==> src/rtl/hamming_secded_decoder_pkg.sv <==
// Package: hamming_pkg
// Shared constants, enums and helpers for the SECDED Hamming(39,32) path.
//   CW_W / P_W / D_W : codeword, syndrome and data widths
//   status_e         : decode outcome as presented on the status output
//   state_e          : decoder FSM states, also exported for debug
//   is_pow2          : true for the parity-bit positions (1,2,4,...)
//   extract_data     : gathers the 32 data bits from positions 3..38
package hamming_pkg;

  localparam int CW_W = 39;
  localparam int P_W  = 6;
  localparam int D_W  = 32;

  typedef enum logic [1:0] {
    ST_OK   = 2'b00,
    ST_CORR = 2'b01,
    ST_DED  = 2'b10
  } status_e;

  typedef enum logic [1:0] {
    IDLE = 2'd0,
    SYND = 2'd1,
    CORR = 2'd2,
    DONE = 2'd3
  } state_e;

  function automatic logic is_pow2(input int unsigned pos);
    return (pos != 0) && ((pos & (pos - 1)) == 0);
  endfunction

  // Data bits fill the non-parity positions in ascending order; data[0] is at position 3.
  function automatic logic [D_W-1:0] extract_data(input logic [CW_W-1:0] cw);
    logic [D_W-1:0] d;
    int unsigned    k;
    d = '0;
    k = 0;
    for (int unsigned pos = 1; pos < CW_W; pos++) begin
      if (!is_pow2(pos)) begin
        d[k] = cw[pos];
        k++;
      end
    end
    return d;
  endfunction

endpackage

==> src/rtl/hamming_secded_decoder_if.sv <==
// Interface: hamming_secded_decoder_if
// CPU-side bus of the SECDED decoder.
//   master : CPU / bench side (drives wr, code_in, cnt_clr)
//   slave  : decoder side (drives results, status and debug state)
// Handshake: wr is a one-cycle write strobe, taken on a rising clk edge only when
// busy is low. A wr seen while busy is dropped and raises the sticky ovr flag.
// valid is a level that rises once the result registers are loaded and stays high
// until the next accepted wr clears it.
interface hamming_secded_decoder_if
  import hamming_pkg::*;
#(
  parameter int CNT_W = 16
) ();

  logic              wr;
  logic [CW_W-1:0]   code_in;
  logic              cnt_clr;
  logic [D_W-1:0]    data_out;
  status_e           status;
  logic [P_W-1:0]    err_pos;
  logic              valid;
  logic              busy;
  logic              ovr;
  logic [CNT_W-1:0]  ce_cnt;
  logic [CNT_W-1:0]  de_cnt;
  state_e            dbg_state;

  modport master (
    output wr, code_in, cnt_clr,
    input  data_out, status, err_pos, valid, busy, ovr, ce_cnt, de_cnt, dbg_state
  );

  modport slave (
    input  wr, code_in, cnt_clr,
    output data_out, status, err_pos, valid, busy, ovr, ce_cnt, de_cnt, dbg_state
  );

endinterface

==> src/rtl/hamming_secded_decoder_syndrome.sv <==
// Module: hamming_syndrome
// Combinational syndrome/overall-parity generator for a 39-bit codeword.
//   code : codeword, bit i = Hamming position i, bit 0 = overall parity
//   s    : s[k] = XOR of code bits whose position has bit k set
//   p    : XOR of all 39 bits
module hamming_syndrome
  import hamming_pkg::*;
(
  input  logic [CW_W-1:0] code,
  output logic [P_W-1:0]  s,
  output logic            p
);

  always_comb begin
    s = '0;
    p = ^code;
    for (int pos = 1; pos < CW_W; pos++) begin
      for (int k = 0; k < P_W; k++) begin
        if (pos[k]) s[k] = s[k] ^ code[pos];
      end
    end
  end

endmodule

==> src/rtl/hamming_secded_decoder.sv <==
// Module: hamming_secded_decoder
// SECDED Hamming(39,32) decoder on the CPU read-back path. A codeword written on
// wr is decoded over three edges (accept, syndrome, decide) and the corrected word,
// status and error position are held with valid until the next accepted wr.
// Ports:
//   clk : system clock
//   rst : synchronous active-high reset
//   bus : hamming_secded_decoder_if.slave (wr, code_in, cnt_clr in;
//         data_out, status, err_pos, valid, busy, ovr, ce_cnt, de_cnt, dbg_state out)
// Build option: define HAM_ERR_COUNT_EN to build the saturating corrected/double
// error counters; otherwise ce_cnt/de_cnt read 0 and cnt_clr has no effect.
module hamming_secded_decoder
  import hamming_pkg::*;
#(
  parameter int DATA_W = 32,
  parameter int CNT_W  = 16
) (
  input  logic                      clk,
  input  logic                      rst,
  hamming_secded_decoder_if.slave   bus
);

  if (DATA_W != D_W) begin : g_bad_data_w
    $error("hamming_secded_decoder: DATA_W must be 32");
  end

  state_e          state, state_nxt;
  logic [CW_W-1:0] code_q;
  logic [P_W-1:0]  syn_q, syn_c;
  logic            par_q, par_c;
  logic [D_W-1:0]  data_q;
  status_e         status_q;
  logic [P_W-1:0]  pos_q;
  logic            valid_q, ovr_q;
  logic            busy, accept;

  status_e         dec_status;
  logic [P_W-1:0]  dec_pos;
  logic [CW_W-1:0] fix_code;

  hamming_syndrome u_syndrome (
    .code (code_q),
    .s    (syn_c),
    .p    (par_c)
  );

  assign busy   = (state == SYND) || (state == CORR);
  assign accept = bus.wr && !busy;

  always_ff @(posedge clk) begin
    if (rst) state <= IDLE;
    else     state <= state_nxt;
  end

  always_comb begin
    state_nxt = state;
    case (state)
      IDLE, DONE: if (bus.wr) state_nxt = SYND;
      SYND:       state_nxt = CORR;
      CORR:       state_nxt = DONE;
      default:    state_nxt = IDLE;
    endcase
  end

  // Odd overall parity means a single flip; the syndrome then names the position,
  // unless it points past the last position, which only multi-bit errors produce.
  always_comb begin
    dec_status = ST_OK;
    dec_pos    = '0;
    fix_code   = code_q;
    if (par_q) begin
      if (syn_q <= P_W'(CW_W - 1)) begin
        dec_status = ST_CORR;
        dec_pos    = syn_q;
        fix_code   = code_q ^ (CW_W'(1) << syn_q);
      end else begin
        dec_status = ST_DED;
      end
    end else if (syn_q != '0) begin
      dec_status = ST_DED;
    end
  end

  always_ff @(posedge clk) begin
    if (rst) begin
      code_q   <= '0;
      syn_q    <= '0;
      par_q    <= 1'b0;
      data_q   <= '0;
      status_q <= ST_OK;
      pos_q    <= '0;
      valid_q  <= 1'b0;
      ovr_q    <= 1'b0;
    end else begin
      if (accept) begin
        code_q  <= bus.code_in;
        valid_q <= 1'b0;
        ovr_q   <= 1'b0;
      end else if (bus.wr) begin
        ovr_q   <= 1'b1;
      end
      if (state == SYND) begin
        syn_q <= syn_c;
        par_q <= par_c;
      end
      if (state == CORR) begin
        data_q   <= extract_data(fix_code);
        status_q <= dec_status;
        pos_q    <= dec_pos;
        valid_q  <= 1'b1;
      end
    end
  end

`ifdef HAM_ERR_COUNT_EN
  logic [CNT_W-1:0] ce_q, de_q;

  // Clear takes priority over a same-cycle increment; counts stick at all-ones.
  always_ff @(posedge clk) begin
    if (rst || bus.cnt_clr) begin
      ce_q <= '0;
      de_q <= '0;
    end else if (state == CORR) begin
      if (dec_status == ST_CORR && ce_q != '1) ce_q <= ce_q + 1'b1;
      if (dec_status == ST_DED  && de_q != '1) de_q <= de_q + 1'b1;
    end
  end

  assign bus.ce_cnt = ce_q;
  assign bus.de_cnt = de_q;
`else
  logic unused_cnt_clr;
  assign unused_cnt_clr = bus.cnt_clr;
  assign bus.ce_cnt     = '0;
  assign bus.de_cnt     = '0;
`endif

  assign bus.data_out  = data_q;
  assign bus.status    = status_q;
  assign bus.err_pos   = pos_q;
  assign bus.valid     = valid_q;
  assign bus.busy      = busy;
  assign bus.ovr       = ovr_q;
  assign bus.dbg_state = state;

endmodule

==> src/flat_wrapper.sv <==
// flat-port wrapper written by rule: the top's interface ports become plain ports
module hamming_secded_decoder_flat import hamming_pkg::*;
#(
  parameter int DATA_W = 32,
  parameter int CNT_W  = 16
)
  (clk, rst, bus_wr, bus_code_in, bus_cnt_clr, bus_data_out, bus_status, bus_err_pos, bus_valid, bus_busy, bus_ovr, bus_ce_cnt, bus_de_cnt, bus_dbg_state);
  hamming_secded_decoder_if #(.CNT_W(CNT_W)) bus_i ();
  input  logic clk;
  input  logic rst;
  input wire logic [$bits(bus_i.wr)-1:0] bus_wr;
  input wire logic [$bits(bus_i.code_in)-1:0] bus_code_in;
  input wire logic [$bits(bus_i.cnt_clr)-1:0] bus_cnt_clr;
  output wire logic [$bits(bus_i.data_out)-1:0] bus_data_out;
  output wire logic [$bits(bus_i.status)-1:0] bus_status;
  output wire logic [$bits(bus_i.err_pos)-1:0] bus_err_pos;
  output wire logic [$bits(bus_i.valid)-1:0] bus_valid;
  output wire logic [$bits(bus_i.busy)-1:0] bus_busy;
  output wire logic [$bits(bus_i.ovr)-1:0] bus_ovr;
  output wire logic [$bits(bus_i.ce_cnt)-1:0] bus_ce_cnt;
  output wire logic [$bits(bus_i.de_cnt)-1:0] bus_de_cnt;
  output wire logic [$bits(bus_i.dbg_state)-1:0] bus_dbg_state;
  assign bus_i.wr = bus_wr;
  assign bus_i.code_in = bus_code_in;
  assign bus_i.cnt_clr = bus_cnt_clr;
  assign bus_data_out = bus_i.data_out;
  assign bus_status = bus_i.status;
  assign bus_err_pos = bus_i.err_pos;
  assign bus_valid = bus_i.valid;
  assign bus_busy = bus_i.busy;
  assign bus_ovr = bus_i.ovr;
  assign bus_ce_cnt = bus_i.ce_cnt;
  assign bus_de_cnt = bus_i.de_cnt;
  assign bus_dbg_state = bus_i.dbg_state;
  hamming_secded_decoder #(.DATA_W(DATA_W), .CNT_W(CNT_W)) u_core (.clk(clk), .rst(rst), .bus(bus_i));
endmodule
==> config.mk <==
export PLATFORM = sky130hd
export DESIGN_NAME = hamming_secded_decoder_flat
export DESIGN_NICKNAME = d
export VERILOG_FILES = /design/src/rtl/hamming_secded_decoder_pkg.sv /design/src/rtl/hamming_secded_decoder_if.sv /design/src/rtl/hamming_secded_decoder_syndrome.sv /design/src/rtl/hamming_secded_decoder.sv /design/src/flat_wrapper.sv
export SDC_FILE = /design/constraint.sdc
export NUM_CORES = 1
export LEC_CHECK = 0
export CAP_MARGIN = 10
export CORE_ASPECT_RATIO = 0.6
export CORE_MARGIN = 4
export CORE_UTILIZATION = 49
export CTS_CLUSTER_DIAMETER = 50
export DETAILED_ROUTE_END_ITERATION = 6
export PLACE_DENSITY_LB_ADDON = 0.25
export SLEW_MARGIN = 30
export SYNTH_ARGS = -nofsm -noshare
export SYNTH_HDL_FRONTEND = slang
export SYNTH_SLANG_ARGS = --single-unit
==> constraint.sdc <==
create_clock -name clk -period 2.62 [get_ports clk]
set_input_delay 0.262 -clock clk [delete_from_list [all_inputs] [get_ports clk]]
set_output_delay 0.262 -clock clk [all_outputs]
set_load 0.02 [all_outputs]
==> reports/summary.txt, run 1 <==
outcome: complete, no violations
number of buffers created by CTS: 9
multi-input logic area: 0.00246 mm2
Post-layout nets: 656
critical path launch point type: flip-flop
core area: 0.00875 mm2
Worst Path Arrival: 2.68 ns
synthesized flop and latch total: 90
post-synth top area share: 39.7%
PortBufs: 86
Synth area leader: dfxtp_1
Post-Syn Instances: 539
hold_buf cts: 0
Filler cells: 736
layout cell share with drive strength beyond 1: 4.55%
MaxCap Viol Count: 0
Final min period: 2.44 ns
DP HPWL: 9110 um
Final Skew: 0.00416 ns
CTS tree: done
DRT antenna net count: 0
worst skew pair latency: 0.34 ns
row count: 26
top cells by area, synth: dfxtp_1 (40%), xnor2_1 (10%), nand2_1 (7.8%)
Pleak: 2.01 nW
GP Congestion: 0.857
slowest stage delay, CP: 0.47 ns
Logic pwr share: 47.8%
I/O pins: 120
setup repair bufs after CTS: 0
Root Driver: clkbuf_16
internal power: 4.04 mW
total track usage: 21.8%
first-pass GRT wire length: 18300 um
Area growth syn-to-layout: 25.1%
RSZ-0062 raised after global routing: false
Reg area: 0.00180 mm2
Fmax: 410 MHz
worst-path cell chain: xnor3_2 -> xnor3_1 -> xnor3_1 -> xnor2_1 -> or4b_1 -> o311ai_1
antenna violations before repair: 0
H-tree Lvls: 3
Seq/Total Area, Yosys: 39.7%
diode count: 0
WL per Instance: 16.3 um
DRC errors left: 0
Total Power: 6.54 mW
Critical Path Sink Type: flip-flop
gr ovfl total: 0
Die Area: 0.0109 mm2
Pwr Density: 1150 mW/mm2
Fin Setup TNS: 0 ns
Sw Share: 38.2%
CTS max path bufs: 2
Clock Sinks: 90
Slew Viols, Final: 0
Final Cycle Share: 93.0%
Fin Hold WS: 0.438 ns
Total Wirelength: 11900 um
Ys Warns: 0
iteration count of the initial detailed-routing pass: 5
Vias: 3836
CP most frequent cell: xnor3_1
Crit path required time: 2.86 ns
syn avg cell area: 8.42 um2
Slowest cell on crit path: or4b_1
Hold Path Class: in2reg
Mapped Area: 0.00454 mm2
relative slew slack: 50.8%
Distinct cells, synth: 37
Clock transition at path regs: 0.06 ns
drt initial violations: 291
fin area: 0.00568 mm2
VDD IR max: 0.000601 V
Post-DP Area: 0.00537 mm2
R2R setup slack: 0.18 ns
P_sw: 2.50 mW
crit path kind: reg2reg
pin slew with the least headroom to its limit: 0.732 ns
Starting Density: 51.9%
# resized after CTS: 0
vias in the first global route: 3421
Setup violations, final: 0
Crit Path Max Fanout: 3
Via density: 5.27
clock share of power: 20.4%
sequential share of power: 31.8%
Die Wd: 132 um
maximum number of pins on one net before global-route repair: 69
Final Hold Violating Endpoints: 0
Die Y-Extent: 82.6 um
-- flip-flops by register name, indices dropped and copies added, names as in the netlist --
name                  cells
u_core.bus.data_out      32
u_core.bus.ovr            1
u_core.par_q              1
u_core.syn_q              6
u_core.bus.err_pos        6
u_core.bus.dbg_state      2
u_core.bus.status         2
u_core.code_q            39
u_core.bus.valid          1
-- worst paths after layout --
path / startpoint / to / cells past startpoint
max reg2reg: u_core.code_q[36]$_SDFFE_PP0P_ / u_core.par_q$_SDFFE_PP0N_ / 6
max: u_core.code_q[36]$_SDFFE_PP0P_ / u_core.par_q$_SDFFE_PP0N_ / 6
min: rst / u_core.bus.valid$_SDFFE_PP0P_ / 2
min reg2reg: u_core.code_q[0]$_SDFFE_PP0P_ / u_core.code_q[0]$_SDFFE_PP0P_ / 2
-- layout by cell type (no fill, tap or decap), drive strengths merged --
master         count
a2111oi            1
a211oi            16
a21oi             42
a22oi              5
a311oi            19
and2               1
and3               1
buf                9
bufinv             1
clkbuf            11
clkdlybuf4s50     85
clkinv             2
clkinvlp           2
conb              32
dfxtp             90
ha                 2
inv                5
mux2i              5
nand2             94
nand2b             3
nand3              3
nand3b             4
nand4b             1
nor2              53
nor2b              3
nor3               4
nor3b              3
nor4               2
o21ai             19
o311ai             1
o31a               1
or3               19
or4b               1
xnor2             53
xnor3              7
xor2              16
-- power groups by stage --
stage / Clock [mW] / Sequential, mW / Combinational [mW]
2_1_floorplan: 0 / 2.19 / 2.11
4_1_cts: 1.35 / 2.07 / 3.12
5_1_grt: 1.42 / 2.12 / 3.39
3_5_place_dp: 0 / 2.10 / 3.10
6_report: 1.34 / 2.08 / 3.12
3_3_place_gp: 0 / 2.08 / 3.05
-- cell type report --
type / instances / area share [%]
timing repair buffer: 94 / 16.6
sequential: 90 / 31.7
clock inverter: 5 / 1.10
tap: 112 / 2.47
multi-input combinational: 411 / 43.4
clock buffer: 11 / 4.45
inverter: 5 / 0.330
-- per-stage QoR --
| stage | instances | setup slack, ns | util [%] |
|---|---|---|---|
| after floorplan | 570 | 0.299 | - |
| after global placement | 712 | 0.225 | 61.3 |
| after detailed placement | 712 | 0.218 | 61.3 |
| after CTS | 728 | 0.184 | 64.9 |
| after global routing | 728 | 0.0688 | 64.9 |
| final | 728 | 0.183 | 64.9 |
-- cells in the mapped netlist --
cell type,n
nor3b_1,3
buf_1,3
nor4_1,2
a22oi_1,5
nand2b_1,3
nand3b_1,4
clkbuf_8,1
xnor2_2,1
xnor3_2,1
and3_1,1
o31a_1,1
buf_4,32
a2111oi_0,1
or3_1,19
inv_1,5
nand2_1,94
and2_1,1
a311oi_1,19
clkbuf_4,1
a21oi_1,42
mux2i_1,5
xnor2_1,52
clkbuf_1,27
ha_1,2
nand4b_1,1
or4b_1,1
a211oi_1,16
nor2b_1,3
nor3_1,4
nor2_1,53
xor2_1,16
nand3_1,3
o21ai_0,19
o311ai_1,1
conb_1,1
xnor3_1,6
dfxtp_1,90
-- logic make-up (layout without fill, tap and decap cells) --
logic type               after synthesis  count (layout)  share of synthesized area (%)
AND/OR/NAND/NOR                      192             192                           18.5
AO/OA/AOI/OAI                        104             104                           14.4
flip-flops                            90              90                           39.7
XOR/XNOR                              76              76                           17.0
buffers and inverters                 69             115                           8.65
multiplexers                           5               5                           1.10
adder cells (fa/ha/maj)                2               2                          0.551
other                                  1              32                         0.0826
-- worst max-delay path: cells and delay by family (launching register included) --
family / cells / cell delay [ns]
xor+xnor: 4 / 1.42
compound gates: 1 / 0.10
flops: 1 / 0.36
simple gates: 1 / 0.47
-- routing by layer --
layer | track usage [%] | share of wire (%) | vias up
met4 | 4.77 | 0.73 | 0
li1 | - | - | 1908
met2 | 31.3 | 42 | 150
met5 | 0 | 0 | -
met1 | 32.3 | 49 | 1767
met3 | 6.17 | 8.3 | 11
(Power assumes the default switching activity.)
==> run 2, diff against run 1 <==
--- a/config.mk
+++ b/config.mk
@@ -5,12 +5,14 @@
 export SDC_FILE = /design/constraint.sdc
 export NUM_CORES = 1
 export LEC_CHECK = 0
+export ABC_AREA = 1
 export CAP_MARGIN = 10
 export CORE_ASPECT_RATIO = 0.6
 export CORE_MARGIN = 4
-export CORE_UTILIZATION = 49
+export CORE_UTILIZATION = 51
 export CTS_CLUSTER_DIAMETER = 50
 export DETAILED_ROUTE_END_ITERATION = 6
+export MAX_ROUTING_LAYER = met4
 export PLACE_DENSITY_LB_ADDON = 0.25
 export SLEW_MARGIN = 30
 export SYNTH_ARGS = -nofsm -noshare
==> run 2 against run 1 <==
First-iteration DRC count grew 46%. Sequential power grew 17%. Critical path depth shrank 2. Sequential cell count is the same. Count of clock-buffer cells in the layout shrank 2. Clock power grew 14%. Critical endpoint is now bus_busy. Highest routed layer unchanged.
==> reports/summary.txt, run 2 <==
outcome: complete, no violations
DRC errors left: 0
Die Area: 0.0118 mm2
Clock transition at path regs: 0.07 ns
Final min period: 2.04 ns
Critical R2R Launch: u_core.code_q[15]$_SDFFE_PP0P_
Min-Delay Startpoint: u_core.bus.err_pos[4]$_SDFFE_PP0P_
Clock Sinks: 90
Total Wirelength: 14500 um
antenna violations before repair: 0
CTS max path bufs: 2
MaxCap Viol Count: 0
Mapped Area: 0.00514 mm2
Crit Path Max Fanout: 3
Critical Path Sink Type: output port
gr ovfl total: 0
critical path launch point type: flip-flop
M2 GR Usage: 37.7%
Worst Setup SP: u_core.bus.dbg_state[0]$_SDFFE_PP0P_
P_sw: 3.75 mW
Logic pwr share: 51.1%
WL per Instance: 14.8 um
Area growth syn-to-layout: 22.1%
slowest stage delay, CP: 0.61 ns
first-pass GRT wire length: 22700 um
Slew Viols, Final: 0
vias in the first global route: 4597
ys async rst share: 0%
Sw Share: 46.4%
row count: 28
sequential share of power: 30.0%
most frequent cell after synthesis: nand2_1
Starting Density: 52.2%
CP most frequent cell: inv_1
maximum number of pins on one net before global-route repair: 68
Crit path required time: 2.36 ns
Fin Setup TNS: 0 ns
Biggest register: u_core.code_q
Worst Path Arrival: 1.77 ns
Final Skew: 0.0116 ns
GP Congestion: 0.893
Seq/Total Area, Yosys: 35.1%
met1 GRT Util: 36.6%
Final Cycle Share: 77.7%
total track usage: 25.5%
Pwr Density: 1290 mW/mm2
post-synth top area share: 35.1%
core area: 0.00984 mm2
Post-layout nets: 879
max reg flops: 39
H-tree Lvls: 3
syn avg cell area: 6.66 um2
Vias: 4943
most common cell after layout, fill and taps aside: nand2_1
Distinct cells, synth: 33
CTS tree: done
clock share of power: 18.9%
number of buffers created by CTS: 9
crit path kind: reg2out
# resized after CTS: 0
PortBufs: 86
Via density: 5.07
Filler cells: 884
Fmax: 491 MHz
DP HPWL: 10900 um
grt met3 use: 4.92%
Slowest cell on crit path: clkdlybuf4s50_1
worst skew pair latency: 0.35 ns
diode count: 0
iteration count of the initial detailed-routing pass: 5
DRT antenna net count: 0
VDD IR max: 0.000732 V
Post-DP Area: 0.00592 mm2
top cells by area, synth: dfxtp_1 (35%), nand2_1 (16%), o21ai_0 (6.2%)
Post-Syn Instances: 771
Die Wd: 138 um
internal power: 4.34 mW
most frequent cells in the layout: nand2_1 (221), dfxtp_1 (90), clkdlybuf4s50_1 (86)
Main synth FF type: dfxtp_1
busiest layer in global routing: met2
Root Driver: clkbuf_16
relative slew slack: 53.2%
I/O pins: 120
Synth area leader: dfxtp_1
RSZ-0062 raised after global routing: false
Post-synth EDFFs: 0
layout cell share with drive strength beyond 1: 3.81%
Final Hold Violating Endpoints: 0
synthesized flop and latch total: 90
Setup violations, final: 0
R2R setup slack: 0.66 ns
top post-synthesis cells by count: nand2_1 (221), dfxtp_1 (90), inv_1 (85), o21ai_0 (64), nor2_1 (62)
setup repair bufs after CTS: 0
Hold Path Class: reg2reg
pin slew with the least headroom to its limit: 0.696 ns
fin area: 0.00627 mm2
worst-path cell chain: inv_1 -> ha_2 -> inv_1 -> clkdlybuf4s50_1
drt initial violations: 424
Die Y-Extent: 85.7 um
Pleak: 2.85 nW
hold_buf cts: 0
Ys Warns: 0
[run 2: cell types whose count changed in the layout (fill, tap and decap cells not counted), sizes merged, moves of 16 or more]
| cell | previous run | this run |
|---|---|---|
| nand2 | 94 | 222 |
| inv | 5 | 90 |
| o21ai | 19 | 66 |
| xnor2 | 53 | 25 |
| o221ai | 0 | 24 |
| or3 | 19 | 0 |
| a311oi | 19 | 1 |
| a211oi | 16 | 0 |
| nand3 | 3 | 19 |
[run 2: routing by layer]
| metal | part of all wire [%] | wire, um |
|---|---|---|
| met5 | 0 | 0 |
| met4 | 0.79 | 114 |
| met3 | 6.0 | 864 |
| met2 | 43 | 6190 |
| met1 | 50 | 7280 |
[run 2: logic make-up (layout without fill, tap and decap cells)]
family,after synthesis,count (layout),share of synthesized area [%]
AO/OA/AOI/OAI,139,139,15.5
XOR/XNOR,50,50,8.67
adder cells (fa/ha/maj),2,2,0.487
buffers and inverters,160,197,14.5
flip-flops,90,90,35.1
other,1,32,0.0730
AND/OR/NAND/NOR,329,329,25.7
[run 2: critical path, delay by kind of cell (launching register included)]
| kind | cells | cell delay [ns] |
|---|---|---|
| adder cells (fa/ha/maj) | 1 | 0.30 |
| buffers and inverters | 3 | 0.76 |
| flip-flops | 1 | 0.35 |
[run 2: worst paths after layout]
path         cells past startpoint                                  to
max                              4                            bus_busy
min reg2reg                      2  u_core.bus.err_pos[4]$_SDFFE_PP0P_
max reg2reg                     15           u_core.par_q$_SDFFE_PP0N_
min                              2  u_core.bus.err_pos[4]$_SDFFE_PP0P_
[run 2: layout make-up]
class | instances | area [um2] | share of cell area [%]
tap | 135 | 169 | 2.69
sequential | 90 | 1800 | 28.7
timing repair buffer | 90 | 903 | 14.4
clock buffer | 9 | 225 | 3.59
multi-input combinational | 552 | 2710 | 43.2
inverter | 91 | 342 | 5.44
clock inverter | 7 | 124 | 1.97
[run 2: power groups by stage]
stage | logic, mW | registers, mW | clock network [mW]
3_3_place_gp | 3.93 | 2.41 | 0
6_report | 4.13 | 2.43 | 1.53
4_1_cts | 4.10 | 2.41 | 1.54
5_1_grt | 4.62 | 2.48 | 1.60
2_1_floorplan | 2.89 | 2.36 | 0
3_5_place_dp | 4.07 | 2.43 | 0
[run 2: through the flow]
stage / std cells / hold slack (ns) / power [mW] / util, % / worst slack [ns]
2_1_floorplan: 802 / 0.391 / 5.26 / - / 0.907
3_3_place_gp: 958 / 0.453 / 6.35 / 60.2 / 0.695
3_5_place_dp: 958 / 0.461 / 6.50 / 60.2 / 0.566
4_1_cts: 974 / 0.479 / 8.05 / 63.7 / 0.574
5_1_grt: 974 / 0.503 / 8.70 / 63.7 / 0.514
6_report: 974 / 0.475 / 8.09 / 63.7 / 0.584
==> run 3, diff against run 2 <==
==> constraint.sdc (replaced) <==
create_clock -name clk -period 1.9 [get_ports clk]
set_input_delay 0.19 -clock clk [delete_from_list [all_inputs] [get_ports clk]]
set_output_delay 0.19 -clock clk [all_outputs]
set_load 0.02 [all_outputs]
==> run 3 against run 2 <==
Routed wire length grew 2.5%. Sequential cell count did not move. Sequential share of layout area down 0.67 points. Largest power group unchanged. Non-clock buffer count grew 20. Clock skew decreased by 0.0030 ns. Critical endpoint is now u_core.syn_q[0]$_SDFFE_PP0N_. Count of clock-buffer cells in the layout rose by 1. Final cell count rose by 2.0%. First-iteration DRC count decreased by 14%. Critical path type is now reg2reg.
==> reports/summary.txt, run 3 (synthesized netlist as in run 2, its figures left out) <==
drt initial violations: 363
setup repair bufs after CTS: 0
VDD IR max: 0.00131 V
row count: 28
DP HPWL: 11100 um
vias in the first global route: 4708
DRT antenna net count: 0
multi-input logic area: 0.00272 mm2
Crit Path Max Fanout: 6
CTS max path bufs: 2
outcome: complete, no violations
Filler cells: 895
antenna violations before repair: 0
Routed met2 length: 6380 um
Fin Hold WS: 0.466 ns
R2R setup slack: 0.13 ns
MaxCap Viol Count: 0
most common cell after layout, fill and taps aside: nand2_1
Reg area: 0.00181 mm2
FF-to-FF path depth: 13
WL per Instance: 14.9 um
Fmax: 565 MHz
Critical R2R Launch: u_core.code_q[13]$_SDFFE_PP0P_
Final min period: 1.77 ns
pin slew with the least headroom to its limit: 0.495 ns
Die Area: 0.0118 mm2
Clock Sinks: 90
Hold Path Class: reg2reg
DRC errors left: 0
Stages on worst setup path: 13
Area growth syn-to-layout: 25.9%
critical path launch point type: flip-flop
Final Cycle Share: 93.2%
Final Hold Violating Endpoints: 0
Die Wd: 138 um
Vias: 5040
total track usage: 26.1%
Final Skew: 0.00862 ns
Pleak: 2.97 nW
Critical Path Sink Type: flip-flop
slowest stage delay, CP: 0.41 ns
Starting Density: 52.2%
Slowest cell on crit path: dfxtp_2
Root Driver: clkbuf_16
Worst Setup SP: u_core.code_q[13]$_SDFFE_PP0P_
Die Y-Extent: 85.7 um
worst skew pair latency: 0.34 ns
H-tree Lvls: 3
FF-to-FF End: u_core.syn_q[0]$_SDFFE_PP0N_
CP most frequent cell: nand2_1
most frequent cells in the layout: nand2_1 (221), clkdlybuf4s50_1 (85), inv_1 (84)
max reg flops: 39
Worst Setup EP: u_core.syn_q[0]$_SDFFE_PP0N_
Worst Path Arrival: 2.01 ns
Total Power: 11.4 mW
gr ovfl total: 0
Clock transition at path regs: 0.07 ns
Buf+Inv Stages, Crit Path: 3
crit path kind: reg2reg
metal1 wirelength: 7120 um
Crit path required time: 2.14 ns
layout cell share with drive strength beyond 1: 7.34%
Fin Setup TNS: 0 ns
diode count: 0
I/O pins: 120
Biggest register: u_core.code_q
number of buffers created by CTS: 9
CP top delay family: simple AND/OR/NAND/NOR gates
relative slew slack: 66.8%
PortBufs: 86
hold_buf cts: 0
Total Wirelength: 14800 um
top layer in use: met4
GP Congestion: 0.895
CTS tree: done
worst-path cell chain: inv_1 -> nand2_1 -> nand2_1 -> xnor2_1 -> inv_1 -> nand2_1 -> nand2_1 -> nand2_1 -> nand2_1 -> nand2_1 -> nand3_1 -> nand2_1 -> inv_1
Slew Viols, Final: 0
Post-layout nets: 899
Via density: 5.08
iteration count of the initial detailed-routing pass: 5
maximum number of pins on one net before global-route repair: 79
Pwr Density: 1760 mW/mm2
DR WL met3: 1160 um
first-pass GRT wire length: 23200 um
core area: 0.00984 mm2
Setup violations, final: 0
run 3: worst min path at each step:
stage                                  start                            end  slack (ns)  cells past startpoint
2_1_floorplan                         bus_wr    u_core.bus.ovr$_SDFFE_PP0P_        0.32                      2
3_3_place_gp   u_core.bus.valid$_SDFFE_PP0P_  u_core.bus.valid$_SDFFE_PP0P_        0.45                      2
3_5_place_dp   u_core.bus.valid$_SDFFE_PP0P_  u_core.bus.valid$_SDFFE_PP0P_        0.46                      2
4_1_cts        u_core.bus.valid$_SDFFE_PP0P_  u_core.bus.valid$_SDFFE_PP0P_        0.47                      2
5_1_grt        u_core.bus.valid$_SDFFE_PP0P_  u_core.bus.valid$_SDFFE_PP0P_        0.48                      2
6_report       u_core.bus.valid$_SDFFE_PP0P_  u_core.bus.valid$_SDFFE_PP0P_        0.47                      2
run 3: layer usage:
metal  global-route usage, %  up-vias
met3                    5.51       18
li1                        -     2540
met2                    38.5      170
met4                    5.53        0
met1                    37.0     2312
met5                       -        -
run 3: metrics by stage:
| stage | instances | setup slack [ns] | utilization (%) | cell area [um2] |
|---|---|---|---|---|
| CTS | 993 | 0.111 | 65.4 | 6440 |
| global placement | 978 | 0.208 | 62.0 | 6100 |
| floorplan | 802 | 0.187 | - | 5250 |
| finish | 993 | 0.130 | 65.7 | 6470 |
| global route | 993 | -0.0122 | 65.7 | 6470 |
| detailed placement | 978 | 0.119 | 62.0 | 6100 |
run 3: where the power goes:
group / switching, mW / internal, mW
Clock: 0.758 / 1.31
Combinational: 3.71 / 2.38
Sequential: 0.719 / 2.52
run 3: worst register-to-register path: cells and delay by family (launching register included):
| kind | cells | cell delay, ns |
|---|---|---|
| simple gates | 9 | 0.74 |
| flops | 1 | 0.41 |
| xor+xnor | 1 | 0.31 |
| buf+inv | 3 | 0.21 |
run 3: layout make-up:
class                   count  share of cell area (%)
multi-input cells         552                    42.1
flip-flops and latches     90                    28.1
repair buffers            110                    16.7
inverters                  91                    5.28
clock buffers              10                    3.70
well taps                 135                    2.61
clock inverters             5                    1.59
run 3: repair_timing:
| action | 4_1_cts | 5_1_grt |
|---|---|---|
| pin swaps | 0 | 1 |
| gates resized for setup | 1 | 13 |
| setup endpoints to repair | 1 | 4 |
